`config.mk`:
```
export PLATFORM = sky130hd
export DESIGN_NAME = dmem_arbiter
export DESIGN_NICKNAME = d
export VERILOG_FILES = /design/src/rtl/dmem_arbiter.sv
export SDC_FILE = /design/constraint.sdc
export NUM_CORES = 1
export LEC_CHECK = 0
export CAP_MARGIN = 20
export CELL_PAD_IN_SITES_DETAIL_PLACEMENT = 0
export CELL_PAD_IN_SITES_GLOBAL_PLACEMENT = 1
export CORE_MARGIN = 2
export CORE_UTILIZATION = 34
export CTS_CLUSTER_DIAMETER = 200
export DETAILED_ROUTE_END_ITERATION = 10
export PLACE_DENSITY_LB_ADDON = 0.1
export RECOVER_POWER = 100
export SETUP_SLACK_MARGIN = 0.05
export SLEW_MARGIN = 25
export SYNTH_ARGS = -nofsm -noshare
export SYNTH_HDL_FRONTEND = slang
export SYNTH_SLANG_ARGS = --single-unit
export TNS_END_PERCENT = 100
```
`constraint.sdc`:
```
create_clock -name clk -period 2.1 [get_ports clk]
set_input_delay 0.315 -clock clk [delete_from_list [all_inputs] [get_ports clk]]
set_output_delay 0.315 -clock clk [all_outputs]
set_load 0.1 [all_outputs]
```
`src/rtl/dmem_arbiter.sv`:
```
// dmem_arbiter: round-robin arbiter that lets a CPU port and a debug/loader
// port share one byte-wide data memory. Each granted request moves one
// big-endian word as four consecutive byte beats, then pulses that port's ack.
//
// Ports:
//   clk, reset                    clock and synchronous active-high reset
//   cpu_req/we/addr/wdata         CPU request, held until cpu_ack
//   cpu_rdata, cpu_ack            last completed CPU read word, completion pulse
//   dbg_*                         same set for the debug/loader port
//   mem_addr/wdata/we, mem_rdata  byte-wide memory; read data is combinational
//   busy                          high while a transaction is in XFER or DONE
//   grant                         current or last owner (0 = CPU, 1 = debug)
module dmem_arbiter #(
    parameter int unsigned ADDR_W = 6,
    parameter int unsigned DATA_W = 32
) (
    input  logic              clk,
    input  logic              reset,
    input  logic              cpu_req,
    input  logic              cpu_we,
    input  logic [ADDR_W-1:0] cpu_addr,
    input  logic [DATA_W-1:0] cpu_wdata,
    output logic [DATA_W-1:0] cpu_rdata,
    output logic              cpu_ack,
    input  logic              dbg_req,
    input  logic              dbg_we,
    input  logic [ADDR_W-1:0] dbg_addr,
    input  logic [DATA_W-1:0] dbg_wdata,
    output logic [DATA_W-1:0] dbg_rdata,
    output logic              dbg_ack,
    output logic [ADDR_W-1:0] mem_addr,
    output logic [7:0]        mem_wdata,
    output logic              mem_we,
    input  logic [7:0]        mem_rdata,
    output logic              busy,
    output logic              grant
);

    localparam int unsigned NBEATS = DATA_W / 8;
    localparam int unsigned BEAT_W = $clog2(NBEATS);
    localparam logic [BEAT_W-1:0] LAST_BEAT = BEAT_W'(NBEATS - 1);

    typedef enum logic [1:0] {
        IDLE = 2'd0,
        XFER = 2'd1,
        DONE = 2'd2
    } state_t;

    state_t              state_q, state_d;
    logic [BEAT_W-1:0]   beat_q, beat_d;
    logic                grant_q, grant_d;
    logic                we_q, we_d;
    logic [ADDR_W-1:0]   addr_q, addr_d;
    logic [DATA_W-1:0]   data_q, data_d;
    logic [DATA_W-1:0]   cpu_rdata_q, cpu_rdata_d;
    logic [DATA_W-1:0]   dbg_rdata_q, dbg_rdata_d;
    logic                cpu_ack_q, cpu_ack_d;
    logic                dbg_ack_q, dbg_ack_d;
    logic                pick_dbg;

    // State and datapath registers.
    always_ff @(posedge clk) begin
        if (reset) begin
            state_q     <= IDLE;
            beat_q      <= '0;
            grant_q     <= 1'b1;
            we_q        <= 1'b0;
            addr_q      <= '0;
            data_q      <= '0;
            cpu_rdata_q <= '0;
            dbg_rdata_q <= '0;
            cpu_ack_q   <= 1'b0;
            dbg_ack_q   <= 1'b0;
        end else begin
            state_q     <= state_d;
            beat_q      <= beat_d;
            grant_q     <= grant_d;
            we_q        <= we_d;
            addr_q      <= addr_d;
            data_q      <= data_d;
            cpu_rdata_q <= cpu_rdata_d;
            dbg_rdata_q <= dbg_rdata_d;
            cpu_ack_q   <= cpu_ack_d;
            dbg_ack_q   <= dbg_ack_d;
        end
    end

    // Next-state, arbitration and beat sequencing.
    always_comb begin
        state_d     = state_q;
        beat_d      = beat_q;
        grant_d     = grant_q;
        we_d        = we_q;
        addr_d      = addr_q;
        data_d      = data_q;
        cpu_rdata_d = cpu_rdata_q;
        dbg_rdata_d = dbg_rdata_q;
        cpu_ack_d   = 1'b0;
        dbg_ack_d   = 1'b0;
        pick_dbg    = 1'b0;

        case (state_q)
            IDLE: begin
                if (cpu_req || dbg_req) begin
                    // On contention the port not granted last time wins.
                    pick_dbg = dbg_req && (!cpu_req || !grant_q);
                    grant_d  = pick_dbg;
                    we_d     = pick_dbg ? dbg_we    : cpu_we;
                    addr_d   = pick_dbg ? dbg_addr  : cpu_addr;
                    data_d   = pick_dbg ? dbg_wdata : cpu_wdata;
                    beat_d   = '0;
                    state_d  = XFER;
                end
            end
            XFER: begin
                // One register serves both directions: write bytes leave from
                // the top while read bytes enter at the bottom.
                data_d = {data_q[DATA_W-9:0], mem_rdata};
                if (beat_q == LAST_BEAT) begin
                    state_d = DONE;
                    beat_d  = '0;
                    if (!we_q) begin
                        if (grant_q) begin
                            dbg_rdata_d = data_d;
                        end else begin
                            cpu_rdata_d = data_d;
                        end
                    end
                    cpu_ack_d = !grant_q;
                    dbg_ack_d = grant_q;
                end else begin
                    beat_d = BEAT_W'(beat_q + 1'b1);
                end
            end
            DONE: begin
                state_d = IDLE;
            end
            default: begin
                state_d = IDLE;
            end
        endcase
    end

    // Memory bus is quiet outside XFER; reset also blocks the in-flight byte.
    assign mem_addr  = (state_q == XFER) ? ADDR_W'(addr_q + ADDR_W'(beat_q)) : '0;
    assign mem_we    = (state_q == XFER) && we_q && !reset;
    assign mem_wdata = ((state_q == XFER) && we_q) ? data_q[DATA_W-1 -: 8] : 8'h00;

    assign cpu_rdata = cpu_rdata_q;
    assign dbg_rdata = dbg_rdata_q;
    assign cpu_ack   = cpu_ack_q;
    assign dbg_ack   = dbg_ack_q;
    assign busy      = (state_q != IDLE);
    assign grant     = grant_q;

endmodule

```
==> reports/metrics.yaml <==
syn-mean-instance-area_um2: 9.37
grt_max_degree: 99
met3_length_um: 753
synth_area_um2: 5220
hp-class: "register to register"
finalSetupTns_ns: -0.0429
die_h_um: 128
ios: 173
final_cells: 908
final_nets: 809
synth.most_common_cell: "dfxtp_1"
cts_buffer_depth: 2
ff_latch_area_um2: 2210
drt_iter0_drc: 208
portBuffers: 172
start_kind: "register"
synth_fp_nets: 651
cap_violations: 0
fin_skew_ns: 0.0109
cts_made_buffers: 9
ys_types: 37
async_reset_ff_share_pct: 0
pwr_density_cell_nw_per_um2: 650
grt_pass1_wl_um: 24500
worstPathArrival_ns: 1.82
drive_above_1_share_pct: 20.3
insertion_delay_ns: 0.35
fin_crit_ns: 2.13
fp-row-count: 45
grt_setup_unrepaired: "yes"
grt_pass1_vias: 4600
placed_area_um2: 7210
wl_met2_um: 7300
status: "finished with violations"
final_antenna_net_count: 0
critical_path_required_ns: 1.78
vias: 4589
finalHoldViolCount: 0
area_growth_pct: 39.9
yosys-top-cells-count: "110 x dfxtp_1, 103 x mux2i_1, 98 x nand2_1"
cts_tree: "built"
synth-seq-cells: 110
syn_inst: 557
drc: 0
ir_drop_mv: 0.356
worstSetupPathType: "register to output pin"
die_x_um: 128
synthDominantCellAreaShare_pct: 42.2
start_util_pct: 34.6
place_congestion: 0.792
via_per_inst: 5.05
synth-main-ff-cell: "dfxtp_1"
post-route-period-util_pct: 102
setup_viol_count_final: 2
core_area_um2: 15100
globalRouteOverflowTotal: 0
routed.top_layer: "met4"
htree_levels: 3
grt.total_usage_pct: 19.2
wl_per_cell_um: 17.3
max_slew_margin_pct: 53.8
die-area_um2: 16400
yosysTopAreaCell: "dfxtp_1"
grt_antenna_before_repair: 0
cts_hold_buf: 0
cts.sinks: 110
clk_pin_slew_ns: 0.07
wl_um: 15700
p_leak_uw: 0.00315
multi_input_area_um2: 2910
clockRootBuffer: "clkbuf_16"
path_max_fanout: 4
clock.fmax_ghz: 0.468
yosys-top-cells-area: "dfxtp_1 42%, mux2i_1 20%, nand2_1 7.0%"
seq_area_frac_synth_pct: 42.2
placedCellCount: 890
violations: "negative setup slack"
worst_pin_slew_ns: 0.693
fillers: 1511
dr.pass1.iters: 4
drv_slew: 0
place_hpwl_um: 11300
met1_length_um: 7390
diodes: 0
synth_edf_count: 0
cp-end-kind: "output pin"
worst_slack_ns: -0.0346
post-route-cell-area_um2: 7300
yosys_warnings: 0
-- sequential cells by signal, indices dropped and copies added (netlist names) --
signal / count
grant: 1
data_q: 32
dbg_ack: 1
we_q: 1
beat_q: 2
state_q: 2
addr_q: 6
cpu_ack: 1
cpu_rdata: 32
dbg_rdata: 32
-- area by class of cell --
type                       instances  share of cell area [%]
clock buffer                       9                    3.08
multi-input combinational        397                    39.8
clock inverter                     7                   0.771
sequential                       110                    30.3
timing repair buffer             194                    22.6
inverter                           3                   0.171
tap                              188                    3.22
-- repair_timing --
action / 4_1_cts / 5_1_grt
endpoints found under the setup margin: 11 / 5
hold endpoints to repair: 0 / 0
setup buffers: 2 / 0
gates resized for setup: 18 / 1
pin swaps: 8 / 3
-- per-layer routing --
metal / vias to the layer above / GRT usage [%]
met3: 14 / 3.59
met2: 115 / 31.1
met1: 2168 / 25.7
met5: - / 0
li1: 2292 / -
met4: 0 / 6.27
-- where the power goes --
group	switching, µW	leakage (µW)	total, µW	internal (µW)
combinational	427	0.00211	812	384
sequential	101	0.000898	2270	2170
clock	846	0.000135	1670	822
total	1380	0.00315	4750	3370
-- final timing paths --
check             slack, ns  cells past startpoint          from            to
hold reg to reg        0.46                      2  dbg_rdata[2]  dbg_rdata[2]
setup / recovery      -0.03                      5     beat_q[1]   mem_addr[5]
hold / removal         0.46                      2  dbg_rdata[2]  dbg_rdata[2]
setup reg to reg       0.06                      6     beat_q[1]  dbg_rdata[0]
-- cells in the final DEF, fill, tap and decap left out, types with 2 or more instances in the layout --
| master | count |
|---|---|
| nand3_1 | 2 |
| nor2_4 | 2 |
| clkbuf_16 | 9 |
| dfxtp_1 | 104 |
| dfxtp_4 | 2 |
| buf_6 | 5 |
| buf_8 | 2 |
| clkinvlp_4 | 2 |
| buf_2 | 2 |
| a21oi_1 | 9 |
| dfxtp_2 | 4 |
| a21oi_4 | 3 |
| clkbuf_2 | 73 |
| buf_4 | 10 |
| and2_1 | 33 |
| ha_4 | 2 |
| clkinv_2 | 3 |
| nand2_1 | 98 |
| inv_8 | 2 |
| o22ai_1 | 32 |
| a211oi_1 | 39 |
| or3_1 | 3 |
| clkbuf_1 | 2 |
| and3_1 | 9 |
| inv_1 | 2 |
| o21ai_0 | 3 |
| clkdlybuf4s50_1 | 87 |
| buf_12 | 11 |
| nor2_1 | 4 |
| nor3_1 | 2 |
| and3b_1 | 32 |
| nand3_2 | 2 |
| mux2i_1 | 103 |
-- cells by family (layout without fill, tap and decap cells) --
| logic type | count (synthesis) | in the layout | synth area share (%) |
|---|---|---|---|
| compound gates | 90 | 90 | 11.5 |
| xor+xnor | 2 | 2 | 0.336 |
| fa+ha+maj | 4 | 4 | 1.10 |
| buf+inv | 50 | 213 | 4.62 |
| flops | 110 | 110 | 42.2 |
| mux | 103 | 103 | 19.7 |
| simple gates | 198 | 198 | 20.6 |
-- stage by stage --
step	util [%]	worst slack, ns	power (µW)	hold WS (ns)
global placement	47.8	0.144	3120	0.443
detailed placement	47.8	0.131	3130	0.448
global route	48.4	-0.0831	4940	0.476
finish	48.4	-0.0346	4750	0.460
floorplan	-	-0.0237	2730	0.475
CTS	50.2	-0.0433	4810	0.463
-- worst max-delay path: stages, from the launching register on --
cell and delay, ns:
dfxtp_4 0.36, ha_4 0.27, a21oi_4 0.06, or4_4 0.43, a21oi_4 0.16, buf_12 0.19
(Power assumes the default switching activity.)
==> RTL change 1, RTL diff (same settings) <==
Change the parameter `DATA_W` from 32 to 16.
--- a/src/rtl/dmem_arbiter.sv
+++ b/src/rtl/dmem_arbiter.sv
@@ -13,5 +13,5 @@
 module dmem_arbiter #(
     parameter int unsigned ADDR_W = 6,
-    parameter int unsigned DATA_W = 32
+    parameter int unsigned DATA_W = 16
 ) (
     input  logic              clk,
Interface: changed (resized cpu_rdata, cpu_wdata, dbg_rdata and dbg_wdata); port bits go from 173 to 109. The function was not compared with the original's and may differ.
==> RTL change 1 against the original RTL <==
  * Design area shrank 41%
  * Area after synthesis shrank 42%
  * Wire length shrank 49%
  * Die area shrank 41%
  * Clock power shrank 37%
  * Count of clock-buffer cells in the layout is the same
  * Clock skew shrank 0.0020 ns
  * Setup slack gained 0.14 ns
  * Cell count shrank 43%
  * Critical path type is now in -> reg
  * Sequential cell count shrank 49
  * Largest power group unchanged
  * Via count shrank 45%
  * Power shrank 37%
==> RTL change 1: results (changes against the original RTL) <==
- Leakage: 1.76 nW (-44%)
- Seq/Total Area, Yosys: 40.4% (-1.7 points)
- Hold depth: 3 (+1)
- Area contributors post-synth: dfxtp_1, mux2i_1, nand2b_1, or2b_2, a221oi_1
- Status: completed
- CP peak stage delay: 0.59 ns (+0.16 ns)
- Measured slew at the worst slew-check pin: 0.659 ns (-0.0340 ns)
- Flop2flop setup slack: 0.23 ns (+0.17 ns)
- Cell Int Power: 2.05 mW (-39%)
- Mapped Nets: 358 (-45%)
- Final std cells w/o fill: 517 (-43%)
- Vias in the first global route: 2452 (-47%)
- CP max stage cell: dlygate4sd3_1
- CP startpoint: cpu_req
- Post-Route WL: 7950 um (-49%)
- Worst vdd ir: 0.256 mV (-28%)
- Routability cong.: 0.830 (+4.9%)
- Filler cell count: 870 (-42%)
- Setup bufs post-CTS: 0 (-2)
- Post-placement cell count: 501 (-44%)
- Port Buf Inserts: 108 (-37%)
- Worst skew pair latency: 0.33 ns (-0.02 ns)
- Hold Startpoint: reset
- Dpl hpwl: 5800 um (-49%)
- First-pass GRT wire length: 12800 um (-47%)
- Distinct cells, synth: 36 (-2.7%)
- Arrival time at the worst endpoint: 2.18 ns (+0.36 ns)
- Commonest cells in the netlist: dfxtp_1, mux2i_1, nand2b_1
- Layout cell share with drive strength beyond 1: 29.8% (+9.6 points)
- Met3 track demand over resource: 4.08% (+0.49 points)
- Initial DRC Count: 96 (-54%)
- FF-to-FF Start: state_q[0]$_SDFFE_PP0P_
- Placed inst area: 0.00430 mm^2 (-40%)
- Avg Synthesized Cell Area: 10.1 um^2 (+8.1%)
- Vias per inst: 4.86 (-3.8%)
- Largest net degree at the start of global routing: 56 (-43%)
- CTS clk-pin slew, worst paths: 0.07 ns (about the same)
- Maximum fanout along the worst path: 7 (+3)
- Worst hold path type: in -> reg
- Met1 GRT Util: 24.6% (-1.1 points)
- Routing usage on met2: 23.8% (-7.3 points)
- R2R depth: 4 (-2)
- Skew final: 0.00888 ns (-0.00197 ns)
- Root Driver: clkbuf_8
- Nets: 464 (-43%)
[RTL change 1: timing repair]
action | 4_1_cts | 5_1_grt
pin swaps | 1 | 2
endpoints found under the setup margin | 1 | 12
gates resized for setup | 3 | 6
hold buffers | 0 | 0
[RTL change 1: path summary, 6_finish.rpt]
kind / to
setup reg to reg: dbg_rdata[3]$_SDFFE_PP0P_
hold / removal: addr_q[5]$_SDFFE_PP0P_
hold reg to reg: cpu_rdata[5]$_SDFFE_PP0P_
setup / recovery: data_q[7]$_SDFFE_PP0P_
[RTL change 1: logic make-up after synthesis]
family                   count (synthesis)  synth area share [%]
multiplexers                            55                  18.2
buffers and inverters                   24                  4.64
adder cells (fa/ha/maj)                  2                 0.829
flip-flops                              61                  40.4
AO/OA/AOI/OAI                           53                  12.4
AND/OR/NAND/NOR                        100                  22.5
XOR/XNOR                                 3                 0.870
[RTL change 1: power groups by stage]
stage,clock (mW),sequential (mW),combinational (mW)
3_3_place_gp,0,1.32,0.716
5_1_grt,1.12,1.31,0.717
2_1_floorplan,0,1.37,0.384
3_5_place_dp,0,1.32,0.718
6_report,1.05,1.30,0.670
4_1_cts,1.08,1.29,0.721
[RTL change 1: per-layer routing]
| layer | vias to the layer above | routed length (um) | share of wire, % |
|---|---|---|---|
| li1 | 1281 | - | - |
| met1 | 1150 | 4060 | 51 |
| met2 | 75 | 3380 | 42 |
| met3 | 8 | 419 | 5.3 |
| met4 | 0 | 94 | 1.2 |
| met5 | - | 0 | 0 |
[RTL change 1: critical path: cells and delay by family]
kind / cells / cell delay, ns
compound gates: 2 / 0.55
buf+inv: 3 / 1.02
mux: 1 / 0.28
[RTL change 1: per-stage QoR]
step	total power [mW]	setup slack, ns	utilization (%)	hold slack [ns]
4_1_cts	3.09	0.0569	52.0	0.460
3_5_place_dp	2.04	-0.0165	49.6	0.464
2_1_floorplan	1.75	-0.133	-	0.491
5_1_grt	3.14	0.0460	49.3	0.480
6_report	3.01	0.106	49.3	0.466
3_3_place_gp	2.03	0.0356	49.6	0.461
[RTL change 1: final cells by class]
class	instances	area [um^2]	share of cell area [%]
inverter	1	3.75	0.0877
sequential	61	1230	28.7
clock buffer	9	124	2.90
timing repair buffer	118	996	23.3
tap	108	135	3.16
clock inverter	7	73.8	1.73
multi-input combinational	213	1720	40.2
==> RTL change 2, RTL diff (same flow settings) <==
Without the edit above. Encoding of `state_t`: now one-hot (3 bits for 3 states).
--- a/src/rtl/dmem_arbiter.sv
+++ b/src/rtl/dmem_arbiter.sv
@@ -41,8 +41,8 @@
     localparam logic [BEAT_W-1:0] LAST_BEAT = BEAT_W'(NBEATS - 1);
 
-    typedef enum logic [1:0] {
-        IDLE = 2'd0,
-        XFER = 2'd1,
-        DONE = 2'd2
+    typedef enum logic [2:0] {
+        IDLE = 3'b001,
+        XFER = 3'b010,
+        DONE = 3'b100
     } state_t;
 
Check against the original RTL: same outputs for any inputs over 10 cycles, from zero or initial values and one cycle with reset high; not proved beyond that.
==> RTL change 2 against the original RTL <==
  * Clock skew fell by 0.0039 ns
  * Area after synthesis increased by 3.2%
  * Wire length grew 20%
  * Synthesized cell count is 10% higher
  * Count of clock-buffer cells in the layout did not move
  * Design area grew 3.9%
  * Global-route usage increased by 3.0 points
  * Sequential power increased by 4%
  * Power is 2.2% higher
  * Sequential cell count grew 1
  * Combinational power up 8.1%
  * Setup slack better by 0.067 ns
  * Non-clock buffer count increased by 7
  * Largest cell class unchanged
==> RTL change 2: results (changes against the original RTL) <==
- Endpoint, Worst Hold: cpu_rdata[0]$_SDFFE_PP0P_
- Mapped Nets: 708 (+8.8%)
- Vias in the first global route: 5333 (+16%)
- Routed met3 length: 981 um (+30%)
- Compound-gate portion of the synthesized area: 24.8% (+13 points)
- Dpl hpwl: 13000 um (+15%)
- Nets: 853 (+5.4%)
- Drt first pass iters: 5 (+1)
- Met1 GRT Util: 30.0% (+4.2 points)
- Distinct cells, synth: 39 (+5.4%)
- Layout cell share with drive strength beyond 1: 25.4% (+5.1 points)
- Synth Area in Adders: 1.07% (-0.035 points)
- Met3 track demand over resource: 3.65% (+0.060 points)
- Hold Startpoint: reset
- Placed inst area: 0.00739 mm^2 (+2.5%)
- Cell Int Power: 3.44 mW (+2.1%)
- CP startpoint: beat_q[1]$_SDFFE_PP0P_
- Final hold slack: 0.333 ns (-0.127 ns)
- Routability cong.: 0.838 (+5.8%)
- Leakage: 2.67 nW (-15%)
- Mux cell area share after synthesis: 6.89% (-13 points)
- Maximum fanout along the worst path: 4 (unchanged)
- First-pass GRT wire length: 29100 um (+19%)
- CP endpoint: mem_addr[3]
- RR Endpoint: cpu_ack$_SDFF_PP0_
- Wire per inst: 19.2 um (+11%)
- R2R depth: 5 (-1)
- Rel. slew slack: 60.8% (+7.0 points)
- Cell count after synthesis: 614 (+10%)
- Met2 WL: 8990 um (+23%)
- Worst vdd ir: 0.368 mV (+3.5%)
- Commonest cells in the netlist: dfxtp_1, a21oi_1, o21ai_0
- Top cell family by delay on the critical path: flip-flops
- Routing usage on met2: 35.7% (+4.6 points)
- Final std cells w/o fill: 979 (+7.8%)
- Flop2flop setup slack: 0.20 ns (+0.14 ns)
- CP max stage cell: dfxtp_4
- Largest net degree at the start of global routing: 61 (-38%)
- Post-placement cell count: 962 (+8.1%)
- Arrival time at the worst endpoint: 1.75 ns (-0.07 ns)
- Setup bufs post-CTS: 2 (unchanged)
- Initial DRC Count: 359 (+73%)
- Vias: 5369 (+17%)
- Worst slack, placed: 0.0454 ns (-0.0855 ns)
- Skew final: 0.00692 ns (-0.00393 ns)
- Area contributors post-synth: dfxtp_1, a21oi_1, nand4bb_1, o21ai_0, a221o_1
- Worst hold path type: in -> reg
- Setup TNS: 0 ns (+0.0429 ns)
- Post-Synth XOR/XNOR Area: 0.325% (-0.011 points)
- FF-to-FF Start: state_q[1]$_SDFFE_PP0P_
- Resize count post-CTS: 21 (+3)
- GRT Total Usage: 22.2% (+3.0 points)
- Status: completed
- CP peak stage delay: 0.36 ns (-0.07 ns)
- Seq/Total Area, Yosys: 41.2% (-0.95 points)
- Met1 wire length: 8450 um (+14%)
## RTL change 2: cell count changes after synthesis, sizes merged, moves of 33 or more
cell / unedited run / this run
mux2i: 103 / 0
a21oi: 12 / 102
o21ai: 3 / 68
nand2: 98 / 35
nand3: 4 / 66
a211oi: 39 / 0
a221o: 0 / 33
## RTL change 2: power groups by stage
stage / Clock, mW / Sequential (mW) / Combinational, mW
after floorplan: 0 / 2.36 / 0.475
after global placement: 0 / 2.41 / 0.846
after detailed placement: 0 / 2.41 / 0.859
after CTS: 1.64 / 2.36 / 0.882
after global routing: 1.71 / 2.38 / 0.935
final: 1.61 / 2.37 / 0.878
## RTL change 2: final cells by class
cell class	count	area (um^2)
Clock inverter	6	38.8
Clock buffer	9	225
Multi-Input combinational cell	426	2970
Timing Repair Buffer	201	1810
Sequential cell	111	2230
Fill cell	1543	8120
Tap cell	216	270
Inverter	10	37.5
